[src/rtl/data_cache_pkg.sv]
// Shared geometry and FSM encoding for the direct-mapped data cache.
package data_cache_pkg;
   localparam int unsigned TAG_W      = 3;
   localparam int unsigned INDEX_W    = 3;
   localparam int unsigned OFFSET_W   = 2;
   localparam int unsigned NUM_BLOCKS = 8;

   typedef enum logic [1:0] {
      IDLE      = 2'd0,
      WRITEBACK = 2'd1,
      FETCH     = 2'd2,
      UPDATE    = 2'd3
   } state_t;

   function automatic logic [7:0] get_byte(input logic [31:0] blk, input logic [OFFSET_W-1:0] off);
      return blk[{off, 3'b000} +: 8];
   endfunction
endpackage

[src/rtl/dcache_array.sv]
// Tag/valid/dirty/data storage: one combinational read port, one write port
// (byte store or whole-block fill), valid/dirty cleared on RESET.
module dcache_array
   import data_cache_pkg::*;
(
   input  logic                CLK,
   input  logic                RESET,
   input  logic [INDEX_W-1:0]  index,
   output logic                valid,
   output logic                dirty,
   output logic [TAG_W-1:0]    tag,
   output logic [31:0]         data,
   input  logic                byte_we,
   input  logic [OFFSET_W-1:0] offset,
   input  logic [7:0]          byte_data,
   input  logic                fill_we,
   input  logic [TAG_W-1:0]    fill_tag,
   input  logic [31:0]         fill_data
);
   logic [NUM_BLOCKS-1:0] valid_q;
   logic [NUM_BLOCKS-1:0] dirty_q;
   logic [TAG_W-1:0]      tag_q  [NUM_BLOCKS];
   logic [31:0]           data_q [NUM_BLOCKS];

   assign valid = valid_q[index];
   assign dirty = dirty_q[index];
   assign tag   = tag_q[index];
   assign data  = data_q[index];

   always_ff @(posedge CLK) begin
      if (RESET) begin
         valid_q <= '0;
         dirty_q <= '0;
      end else if (fill_we) begin
         valid_q[index] <= 1'b1;
         dirty_q[index] <= 1'b0;
      end else if (byte_we) begin
         dirty_q[index] <= 1'b1;
      end
   end

   // Tag and data are not reset; valid gates their use.
   always_ff @(posedge CLK) begin
      if (fill_we) begin
         tag_q[index]  <= fill_tag;
         data_q[index] <= fill_data;
      end else if (byte_we) begin
         data_q[index][{offset, 3'b000} +: 8] <= byte_data;
      end
   end
endmodule

[src/rtl/data_cache.sv]
// Direct-mapped, write-back, write-allocate byte cache in front of a
// 32-bit-block memory; stalls the CPU through BUSYWAIT.
module data_cache
   import data_cache_pkg::*;
(
   input  logic        CLK,
   input  logic        RESET,
   input  logic        READ,
   input  logic        WRITE,
   input  logic [7:0]  ADDRESS,
   input  logic [7:0]  WRITEDATA,
   output logic [7:0]  READDATA,
   output logic        BUSYWAIT,
   output logic        MEM_READ,
   output logic        MEM_WRITE,
   output logic [5:0]  MEM_ADDRESS,
   output logic [31:0] MEM_WRITEDATA,
   input  logic [31:0] MEM_READDATA,
   input  logic        MEM_BUSYWAIT
);
   state_t state;
   logic   served;

   logic [TAG_W-1:0]    a_tag;
   logic [INDEX_W-1:0]  a_index;
   logic [OFFSET_W-1:0] a_offset;
   logic                blk_valid, blk_dirty;
   logic [TAG_W-1:0]    blk_tag;
   logic [31:0]         blk_data;
   logic                hit, pending, byte_we, fill_we;

   assign a_tag    = ADDRESS[7:5];
   assign a_index  = ADDRESS[4:2];
   assign a_offset = ADDRESS[1:0];

   assign hit      = blk_valid && (blk_tag == a_tag);
   // served marks the cycle after a hit resolved, so the held request is not re-run.
   assign pending  = (READ || WRITE) && !served;
   assign BUSYWAIT = pending;
   assign byte_we  = (state == IDLE) && pending && hit && WRITE;
   assign fill_we  = (state == UPDATE);
   assign READDATA = hit ? get_byte(blk_data, a_offset) : '0;

   dcache_array u_array (
      .CLK       (CLK),
      .RESET     (RESET),
      .index     (a_index),
      .valid     (blk_valid),
      .dirty     (blk_dirty),
      .tag       (blk_tag),
      .data      (blk_data),
      .byte_we   (byte_we),
      .offset    (a_offset),
      .byte_data (WRITEDATA),
      .fill_we   (fill_we),
      .fill_tag  (a_tag),
      .fill_data (MEM_READDATA)
   );

   always_ff @(posedge CLK) begin
      if (RESET) begin
         state  <= IDLE;
         served <= 1'b0;
      end else begin
         served <= 1'b0;
         unique case (state)
            IDLE: begin
               if (pending) begin
                  if (hit)
                     served <= 1'b1;
                  else if (blk_valid && blk_dirty)
                     state <= WRITEBACK;
                  else
                     state <= FETCH;
               end
            end
            WRITEBACK: if (!MEM_BUSYWAIT) state <= FETCH;
            FETCH:     if (!MEM_BUSYWAIT) state <= UPDATE;
            UPDATE:    state <= IDLE;
         endcase
      end
   end

   always_comb begin
      MEM_READ      = 1'b0;
      MEM_WRITE     = 1'b0;
      MEM_ADDRESS   = '0;
      MEM_WRITEDATA = '0;
      unique case (state)
         WRITEBACK: begin
            MEM_WRITE     = 1'b1;
            MEM_ADDRESS   = {blk_tag, a_index};
            MEM_WRITEDATA = blk_data;
         end
         FETCH: begin
            MEM_READ    = 1'b1;
            MEM_ADDRESS = ADDRESS[7:2];
         end
         default: ;
      endcase
   end
endmodule
[config.mk]
export PLATFORM = sky130hd
export DESIGN_NAME = data_cache
export DESIGN_NICKNAME = d
export VERILOG_FILES = /design/src/rtl/data_cache_pkg.sv /design/src/rtl/dcache_array.sv /design/src/rtl/data_cache.sv
export SDC_FILE = /design/constraint.sdc
export NUM_CORES = 1
export LEC_CHECK = 0
export CAP_MARGIN = 20
export CORE_UTILIZATION = 50
export CTS_CLUSTER_SIZE = 14
export DETAILED_ROUTE_END_ITERATION = 16
export PLACE_DENSITY_LB_ADDON = 0.2
export SYNTH_ARGS = -nofsm -noshare
export SYNTH_HDL_FRONTEND = slang
export SYNTH_HIERARCHICAL = 1
export SYNTH_SLANG_ARGS = --single-unit
[constraint.sdc]
create_clock -name CLK -period 5 [get_ports CLK]
set_clock_uncertainty 0.05 [all_clocks]
set_input_delay 1 -clock CLK [delete_from_list [all_inputs] [get_ports CLK]]
set_output_delay 1 -clock CLK [all_outputs]
set_load 0.005 [all_outputs]
==> impl_metrics.ini, run 1 <==
[worst_setup_path]
path_class = in2out
arrival_ps = 3530
critPathLaunchType = input pin
cp_max_fo = 38
cpPeakStageDelay_ps = 550
crit-reg2reg-launch = u_array/tag_q[5][1]
crit_chain = buf_4, buf_12, mux4_2, mux2_4, mux4_2, nor2b_1, clkdlybuf4s50_1
critical_path_required_ps = 3950
crit_slowest_cell = mux4_2
setup.worst_path.start = ADDRESS[2]
crit_top_cell = mux4_2
crit_path_end_kind = output port

[global_route]
grt_max_degree = 46
gr-total-overflow = 0
grt_pass1_vias = 7194
grt_pass1_wl_um = 44590
track_usage_pct = 23.77
antenna_found_initial = 3

[yosys]
synth-seq-cells = 299
ys_seq_area_share_pct = 69.05
yosys_warnings = 6
syn-num-nets = 752
synthesis.area_per_instance_um2 = 18.47
syn-cell-area_um2 = 12730
synth_cell_type_count = 42
syn_inst = 689

[drt]
drt_wl_total_um = 30420
drt_iter0_drc = 615
drc_errors = 0
firstDrtPassIters = 5
avgViaCountPerCell = 6.025
ant_nets = 0
vias = 6977
post_drt_wl_per_cell_um = 26.27

[clocking]
cts_tree = built
post-cts-setup-buffer-count = 0
cts-root-buf = clkbuf_16
numClockSinks = 299
insertion_delay_ps = 540
cts_made_buffers = 30
clock_path_buffers = 3
htree_levels = 1
hold_buffers = 0
cts_resized = 0
clk_pin_slew_worst_paths_ps = 60

[floorplan]
die_w_um = 161.5
die_area_um2 = 26100
die_height_um = 161.5
start_util_pct = 50.69
ios = 102
rows = 58
coreArea_um2 = 25110

[finish]
regArea_um2 = 8788
final_cell_count_no_fill = 1158
final_area_um2 = 15050
final_nets = 864
final_common_cell = edfxtp_1
n_fill_cell = 1854
drive_gt1_share_pct = 22.84
final_cell_mix = edfxtp_1, clkdlybuf4s50_1, mux4_2, nor2_1, and2_1
area_growth_pct = 18.24
multi_input_area_um2 = 3694

[job]
maxCapViolCount = 0

[pwr]
power_frac_clock_pct = 39.4
combinationalPowerShare_pct = 8.1
intPower_w = 0.004129
p_leak_nw = 4.843
vdd_drop_max_mv = 0.2538
powerDensity_nw_per_um2 = 347.7
switchingPower_w = 0.001103
seqPwrFrac_pct = 52.5
swShare_pct = 21.08

[sta]
slew_viol_final = 0
fin_crit_ps = 4579
slew_headroom_pct = 24.90
worst_slew_pin_slew_ps = 1122
rsz0062_at_grt = false
finalHoldViolCount = 0
setup_viol = 0
finalCritPeriodShare_pct = 91.59
setup_tns_ps = 0
layout_setup_ws_ps = 420.6
max_freq_ghz = 0.2184

[placement]
dp_slack_ps = 325.4
dpl-instance-area_um2 = 14120
port_buffers = 101
finalWeightedCongestion = 0.8035
post-dp-hpwl_um = 20500
placed_cells_incl_taps = 1099

[status]
outcome = complete, no violations

[hold_path]
hp-class = reg2reg
min_from = u_array/valid_q[6]
power groups by stage:
stage,Combinational (W),Clock (W),Sequential (W)
floorplan,0.000244,0,0.00280
global placement,0.000414,0,0.00280
detailed placement,0.000423,0,0.00280
CTS,0.000424,0.00209,0.00275
global route,0.000451,0.00218,0.00275
finish,0.000423,0.00206,0.00275
worst max-delay path, delay by kind of cell:
family / cells / cell delay, ps
buf+inv: 3 / 950
mux: 3 / 1350
simple gates: 1 / 160
final cells by class:
cell class | count | area share [%]
repair buffers | 119 | 7.965
clock inverters | 18 | 0.8065
clock buffers | 36 | 5.280
well taps | 330 | 2.744
multi-input cells | 344 | 24.54
diodes | 5 | 0.08315
flip-flops and latches | 299 | 58.40
inverters | 7 | 0.1746
cells in the mapped netlist, drive strengths merged:
cell / instances / area, um2
a31oi: 5 / 31.28
nor4: 1 / 21.27
nor3: 16 / 80.08
o21a: 1 / 7.510
or3b: 1 / 8.760
o21ai: 6 / 30.02
nand2b: 6 / 37.54
edfxtp: 280 / 8408
mux2: 36 / 442.9
xor2: 2 / 17.52
mux4: 80 / 1802
dfxtp: 19 / 380.4
a22o: 32 / 280.3
xnor2: 1 / 8.760
nand3: 3 / 15.01
a41oi: 1 / 8.760
clkbuf: 16 / 60.06
a21oi: 9 / 45.04
o21ba: 1 / 10.01
nand2: 13 / 58.81
o211ai: 2 / 15.01
nor2b: 16 / 100.1
and2: 35 / 219.0
nor4b: 2 / 38.78
and4: 1 / 8.760
nor2: 55 / 206.5
inv: 7 / 26.28
and4b: 1 / 10.01
mux2i: 3 / 30.03
buf: 23 / 158.9
or3: 2 / 12.51
ha: 10 / 125.1
a22oi: 3 / 22.52
sequential cells by signal, indices dropped and copies added, names as in the netlist, named ones only:
signal / flops
served: 1
u_array/data_q: 256
u_array/tag_q: 24
state: 2
u_array/valid_q: 8
through the flow:
step / power, W / util, % / hold slack, ps
after floorplan: 0.003044 / - / 384.8
after global placement: 0.003215 / 56.23 / 395.1
after detailed placement: 0.003224 / 56.23 / 406.8
after CTS: 0.005264 / 59.88 / 420.6
after global routing: 0.005383 / 59.88 / 455.0
final: 0.005232 / 59.93 / 421.7
cells by family after synthesis:
| family | count (synthesis) | share of synthesized area [%] |
|---|---|---|
| compound gates | 60 | 3.539 |
| xor+xnor | 3 | 0.2065 |
| fa+ha+maj | 10 | 0.9831 |
| buf+inv | 46 | 1.927 |
| flops | 299 | 69.05 |
| mux | 119 | 17.87 |
| simple gates | 152 | 6.420 |
routing by layer:
layer  up-vias  GRT usage [%]  part of all wire (%)
met5         -              0                     0
met4         0          8.276                   2.9
met3        55          4.751                   9.9
met2       372          37.93                    48
met1      3546          32.85                    40
li1       3004              -                     -
worst paths after layout:
path | endpoint | slack [ps] | cells past startpoint
setup / recovery | READDATA[5] | 420 | 7
hold / removal | u_array/valid_q[6] | 420 | 2
setup reg to reg | u_array/data_q[3][23] | 1180 | 12
hold reg to reg | u_array/valid_q[6] | 420 | 2
Power figures use the tool's default switching activity.
==> run 2, diff against run 1 <==
clock period = 5.54 ns   (was 5 ns; I/O delays follow)
==> run 2 against run 1 <==
  * Clock power up 2%
  * Sequential share of layout area down 1.2 points
  * Non-clock buffer count up 27
==> impl_metrics.ini, run 2 (synthesized netlist as in run 1, its figures left out) <==
[finish]
drive_gt1_share_pct = 25.76
area_growth_pct = 20.68
top_regs = u_array/data_q: 256 flops, u_array/tag_q: 24 flops, u_array/valid_q: 8 flops
final_area_um2 = 15360
largest-register = u_array/data_q
n_fill_cell = 1871
final_cell_mix = edfxtp_1, clkdlybuf4s50_1, mux4_2, nor2_1, buf_4
final_common_cell = edfxtp_1
final_nets = 892
utilization_pct = 61.17
largest_register_ffs = 256

[sta]
fin_crit_ps = 4994
finalCritPeriodShare_pct = 90.15
setup_viol = 0
setup_tns_ps = 0
slew_viol_final = 0
finalHoldViolCount = 0
slew_headroom_pct = 45.73
rsz0062_at_grt = false
worst_slew_pin_slew_ps = 807.9
max_freq_ghz = 0.2002

[clocking]
numClockSinks = 299
htree_levels = 1
post-cts-setup-buffer-count = 0
cts_resized = 0
clk_pin_slew_worst_paths_ps = 60
cts_tree = built
insertion_delay_ps = 550
cts_made_buffers = 31
clock_path_buffers = 3
hold_buffers = 0
cts-root-buf = clkbuf_16

[drt]
avgViaCountPerCell = 5.989
post_drt_wl_per_cell_um = 26.12
vias = 7097
drt_wl_total_um = 30960
drc_errors = 0
ant_nets = 0
drt_iter0_drc = 648
firstDrtPassIters = 4

[pwr]
intPower_w = 0.003919
switchingPower_w = 0.001051
combinationalPowerShare_pct = 7.6
powerDensity_nw_per_um2 = 323.6
vdd_drop_max_mv = 0.2691
seqPwrFrac_pct = 49.9
power_frac_clock_pct = 42.5
swShare_pct = 21.14
p_leak_nw = 5.061

[worst_setup_path]
arrival_ps = 3840
cpPeakStageDelay_ps = 540
cp_num_buf_inv = 3
setup.worst_path.start = ADDRESS[2]
crit_slowest_cell = mux4_2
critPathLaunchType = input pin
critPathTopFamily = multiplexers
critical_path_required_ps = 4380
cp_max_fo = 29
crit-reg2reg-launch = u_array/tag_q[4][0]
crit_top_cell = mux4_2
crit_path_end_kind = output port
path_class = in2out
crit_chain = buf_4, buf_12, mux4_2, mux2_2, mux4_2, nor2b_1, clkdlybuf4s50_1

[global_route]
grt_max_degree = 41
grt_pass1_vias = 7282
grt_pass1_wl_um = 46000
antenna_found_initial = 1
gr-total-overflow = 0
track_usage_pct = 24.39

[floorplan]
die_w_um = 161.5
die_area_um2 = 26100
ios = 102
die_height_um = 161.5
start_util_pct = 50.69
rows = 58
coreArea_um2 = 25110

[placement]
finalWeightedCongestion = 0.7710
dpl-instance-area_um2 = 14310
port_buffers = 101
post-dp-hpwl_um = 21010

[hold_path]
hp-class = reg2reg
min_from = u_array/valid_q[0]

[job]
maxCapViolCount = 0

[status]
outcome = complete, no violations
[run 2: power by group through the flow]
| stage | logic, W | clock network, W | registers (W) |
|---|---|---|---|
| after floorplan | 0.000221 | 0 | 0.00253 |
| after global placement | 0.000372 | 0 | 0.00253 |
| after detailed placement | 0.000380 | 0 | 0.00253 |
| after CTS | 0.000382 | 0.00213 | 0.00248 |
| after global routing | 0.000405 | 0.00223 | 0.00248 |
| final | 0.000380 | 0.00211 | 0.00248 |
[run 2: path summary, 6_finish.rpt]
| check | depth (start not counted) | to | slack (ps) |
|---|---|---|---|
| worst max-delay path | 7 | READDATA[6] | 550 |
| worst min-delay path | 2 | u_array/valid_q[0] | 430 |
| worst max register to register | 12 | u_array/data_q[3][16] | 1790 |
| worst min register to register | 2 | u_array/valid_q[0] | 430 |
[run 2: worst reg2reg max path: cells and delay by family, from the launching register on]
kind,cells,cell delay (ps)
AOI/OAI and AO/OA,1,380
buffers and inverters,2,370
and+or+nand+nor,6,1420
muxes,2,780
xor gates and xnor gates,1,170
DFF,1,390
[run 2: area by class of cell]
cell class              count  area (um2)  area share [%]
flip-flops and latches    299        8788           57.22
multi-input cells         344        3694           24.05
repair buffers            146        1389           9.042
clock buffers              32       779.5           5.075
well taps                 330       412.9           2.688
clock inverters            26       267.8           1.743
inverters                   7       26.28          0.1711
diodes                      1       2.502         0.01629
[run 2: per-stage QoR]
stage / instances / total power, W / setup WS (ps) / hold slack (ps)
2_1_floorplan: 689 / 0.002747 / 1119 / 384.8
3_3_place_gp: 1126 / 0.002899 / 530.6 / 394.8
3_5_place_dp: 1126 / 0.002908 / 500.5 / 415.0
4_1_cts: 1184 / 0.004995 / 503.6 / 428.3
5_1_grt: 1184 / 0.005117 / 432.1 / 460.4
6_report: 1185 / 0.004970 / 545.6 / 428.8
[run 2: per-layer routing]
layer,vias up,GRT usage [%],share of wire [%]
met5,-,0,0
met4,0,7.204,2.5
met3,58,4.391,7.3
met2,277,39.46,49
met1,3704,34.08,42
li1,3058,-,-
==> run 3, diff against run 2 <==
ABC_AREA = 1   (was default)
GPL_TIMING_DRIVEN = 0   (was default)
==> run 3 against run 2 <==
  * Synthesized area up 12%
  * Critical path type unchanged
  * Clock power is 6% lower
  * Non-clock buffer count up 31
  * Hold slack got worse by 21 ps
  * Cell count is 78% higher
  * Highest routed layer unchanged
==> impl_metrics.ini, run 3 <==
[drt]
ant_nets = 0
firstDrtPassIters = 6
drc_errors = 0
avgViaCountPerCell = 5.301
drt_wl_total_um = 40390
vias = 11190
post_drt_wl_per_cell_um = 19.14
drt_iter0_drc = 1426

[yosys]
synth_top_cell_by_area = edfxtp_1
synthesis.area_per_instance_um2 = 9.032
synth-seq-cells = 299
synthFlopType = edfxtp_1
synth_cell_type_count = 31
syn_inst = 1576
synth_common_cells = nand2_1, edfxtp_1, nor2_1
yosys_warnings = 6
synth_most_common_cell = nand2_1
syn-cell-area_um2 = 14230
ys_seq_area_share_pct = 61.74
synthArstFlopShare_pct = 0
synth_edf_count = 280
synth_top_area_share_pct = 59.07
syn-num-nets = 1639
synth.area.top_cells = edfxtp_1, nand2_1, dfxtp_1

[worst_setup_path]
crit_path_end_kind = output port
path_class = in2out
critical_path_required_ps = 4380
r2r_slack_ps = 1980
arrival_ps = 4210
cp_max_fo = 10
critPathLaunchType = input pin

[pwr]
power_frac_clock_pct = 37.1
seqPwrFrac_pct = 47.5
vdd_drop_max_mv = 0.2479
switchingPower_w = 0.001391
p_leak_nw = 7.210
swShare_pct = 25.98
intPower_w = 0.003962
powerDensity_nw_per_um2 = 321.0
combinationalPowerShare_pct = 15.4

[sta]
layout_setup_ws_ps = 173.9
slew_headroom_pct = 39.61
finalHoldViolCount = 0
fin_crit_ps = 5366
max_freq_ghz = 0.1864
setup_viol = 0
slew_viol_final = 0
rsz0062_at_grt = true
worst_slew_pin_slew_ps = 902.4
finalCritPeriodShare_pct = 96.86

[clocking]
clock_path_buffers = 3
post-cts-setup-buffer-count = 0
clk_pin_slew_worst_paths_ps = 60
cts_tree = built
htree_levels = 1
cts-root-buf = clkbuf_16
insertion_delay_ps = 570
numClockSinks = 299
cts_made_buffers = 30

[global_route]
grt_max_degree = 16
grt_pass1_wl_um = 60860
gr-total-overflow = 0
track_usage_pct = 28.46
grt_pass1_vias = 10530
antenna_found_initial = 0

[placement]
dp_slack_ps = -84.37
post-dp-hpwl_um = 29220
port_buffers = 101
finalWeightedCongestion = 0.9220

[floorplan]
start_util_pct = 51.09
coreArea_um2 = 27860
die_height_um = 170.7
ios = 102
rows = 61
die_w_um = 170.7
die_area_um2 = 29150

[finish]
final_cell_mix = nand2_1, edfxtp_1, clkdlybuf4s50_1, nor2_1, inv_1
diodes = 0
top_regs = u_array/data_q: 256 flops, u_array/tag_q: 24 flops, u_array/valid_q: 8 flops
utilization_pct = 59.87
drive_gt1_share_pct = 8.425
final_nets = 1772
final_common_cell = nand2_1
area_growth_pct = 17.17
largest_register_ffs = 256
largest-register = u_array/data_q

[status]
outcome = complete, no violations

[job]
maxCapViolCount = 0

[hold_path]
hp-class = reg2reg
run 3: timing repair:
item | CTS | global route
endpoints found under the setup margin | 0 | 8
gates resized for setup | 0 | 2
hold buffers | 0 | 0
run 3: kinds of logic (layout without fill, tap and decap cells):
family                     Yosys count  after routing  synth area share, %
DFF                                299            299                61.74
buffers and inverters              155            312                5.556
adders and majority gates           10             10               0.8790
and+or+nand+nor                   1037           1037                28.98
AOI/OAI and AO/OA                   75             75                2.839
run 3: layout make-up:
type	instances	area, um2
Fill cell	2396	11180
Sequential cell	299	8788
Multi-Input combinational cell	1122	4654
Timing Repair Buffer	101	1011
Clock buffer	37	777.0
Buffer	76	488.0
Tap cell	378	473.0
Inverter	79	304.0
Clock inverter	19	181.4
run 3: layer usage:
metal	part of all wire (%)	GRT usage [%]	up-vias	wire, um
met4	4.0	10.81	0	1608
met3	8.6	5.089	97	3494
li1	-	-	5326	-
met5	0	0	-	0
met2	47	46.67	529	18930
met1	41	37.75	5239	16370
run 3: worst paths after layout:
path                            start                     to  cells after the start
setup / recovery           ADDRESS[3]            READDATA[3]                     15
hold / removal     u_array/valid_q[5]     u_array/valid_q[5]                      2
setup reg to reg  u_array/tag_q[7][0]  u_array/data_q[1][27]                     16
hold reg to reg    u_array/valid_q[5]     u_array/valid_q[5]                      2
run 3: metrics by stage:
step / instance area, um2 / TNS [ps] / power [W] / std cells / hold WS [ps]
after global routing: 16680 / -3.704 / 0.005539 / 2111 / 436.0
final: 16680 / 0 / 0.005353 / 2111 / 407.9
after global placement: 15720 / -1425 / 0.003391 / 2055 / 387.9
after detailed placement: 15720 / -2936 / 0.003407 / 2055 / 401.8
after CTS: 16680 / 0 / 0.005364 / 2111 / 410.4
after floorplan: 14230 / 0 / 0.003043 / 1576 / 374.2
run 3: power by group through the flow:
stage                     Combinational, W  Sequential (W)  Clock, W
after detailed placement          0.000815         0.00259         0
after global routing              0.000903         0.00255   0.00209
after CTS                         0.000821         0.00254   0.00200
final                             0.000825         0.00254   0.00198
after global placement            0.000801         0.00259         0
after floorplan                   0.000457         0.00259         0
run 3: critical path, stage by stage:
cell	delay, ps
clkdlybuf4s50_1	580
inv_2	110
buf_2	300
buf_2	320
nand2_1	90
nand2_1	60
nand2_1	60
nand2_1	100
inv_1	70
nand2_1	50
nand2_1	70
nor2_2	130
nand2_2	190
a21oi_1	380
clkdlybuf4s50_1	580
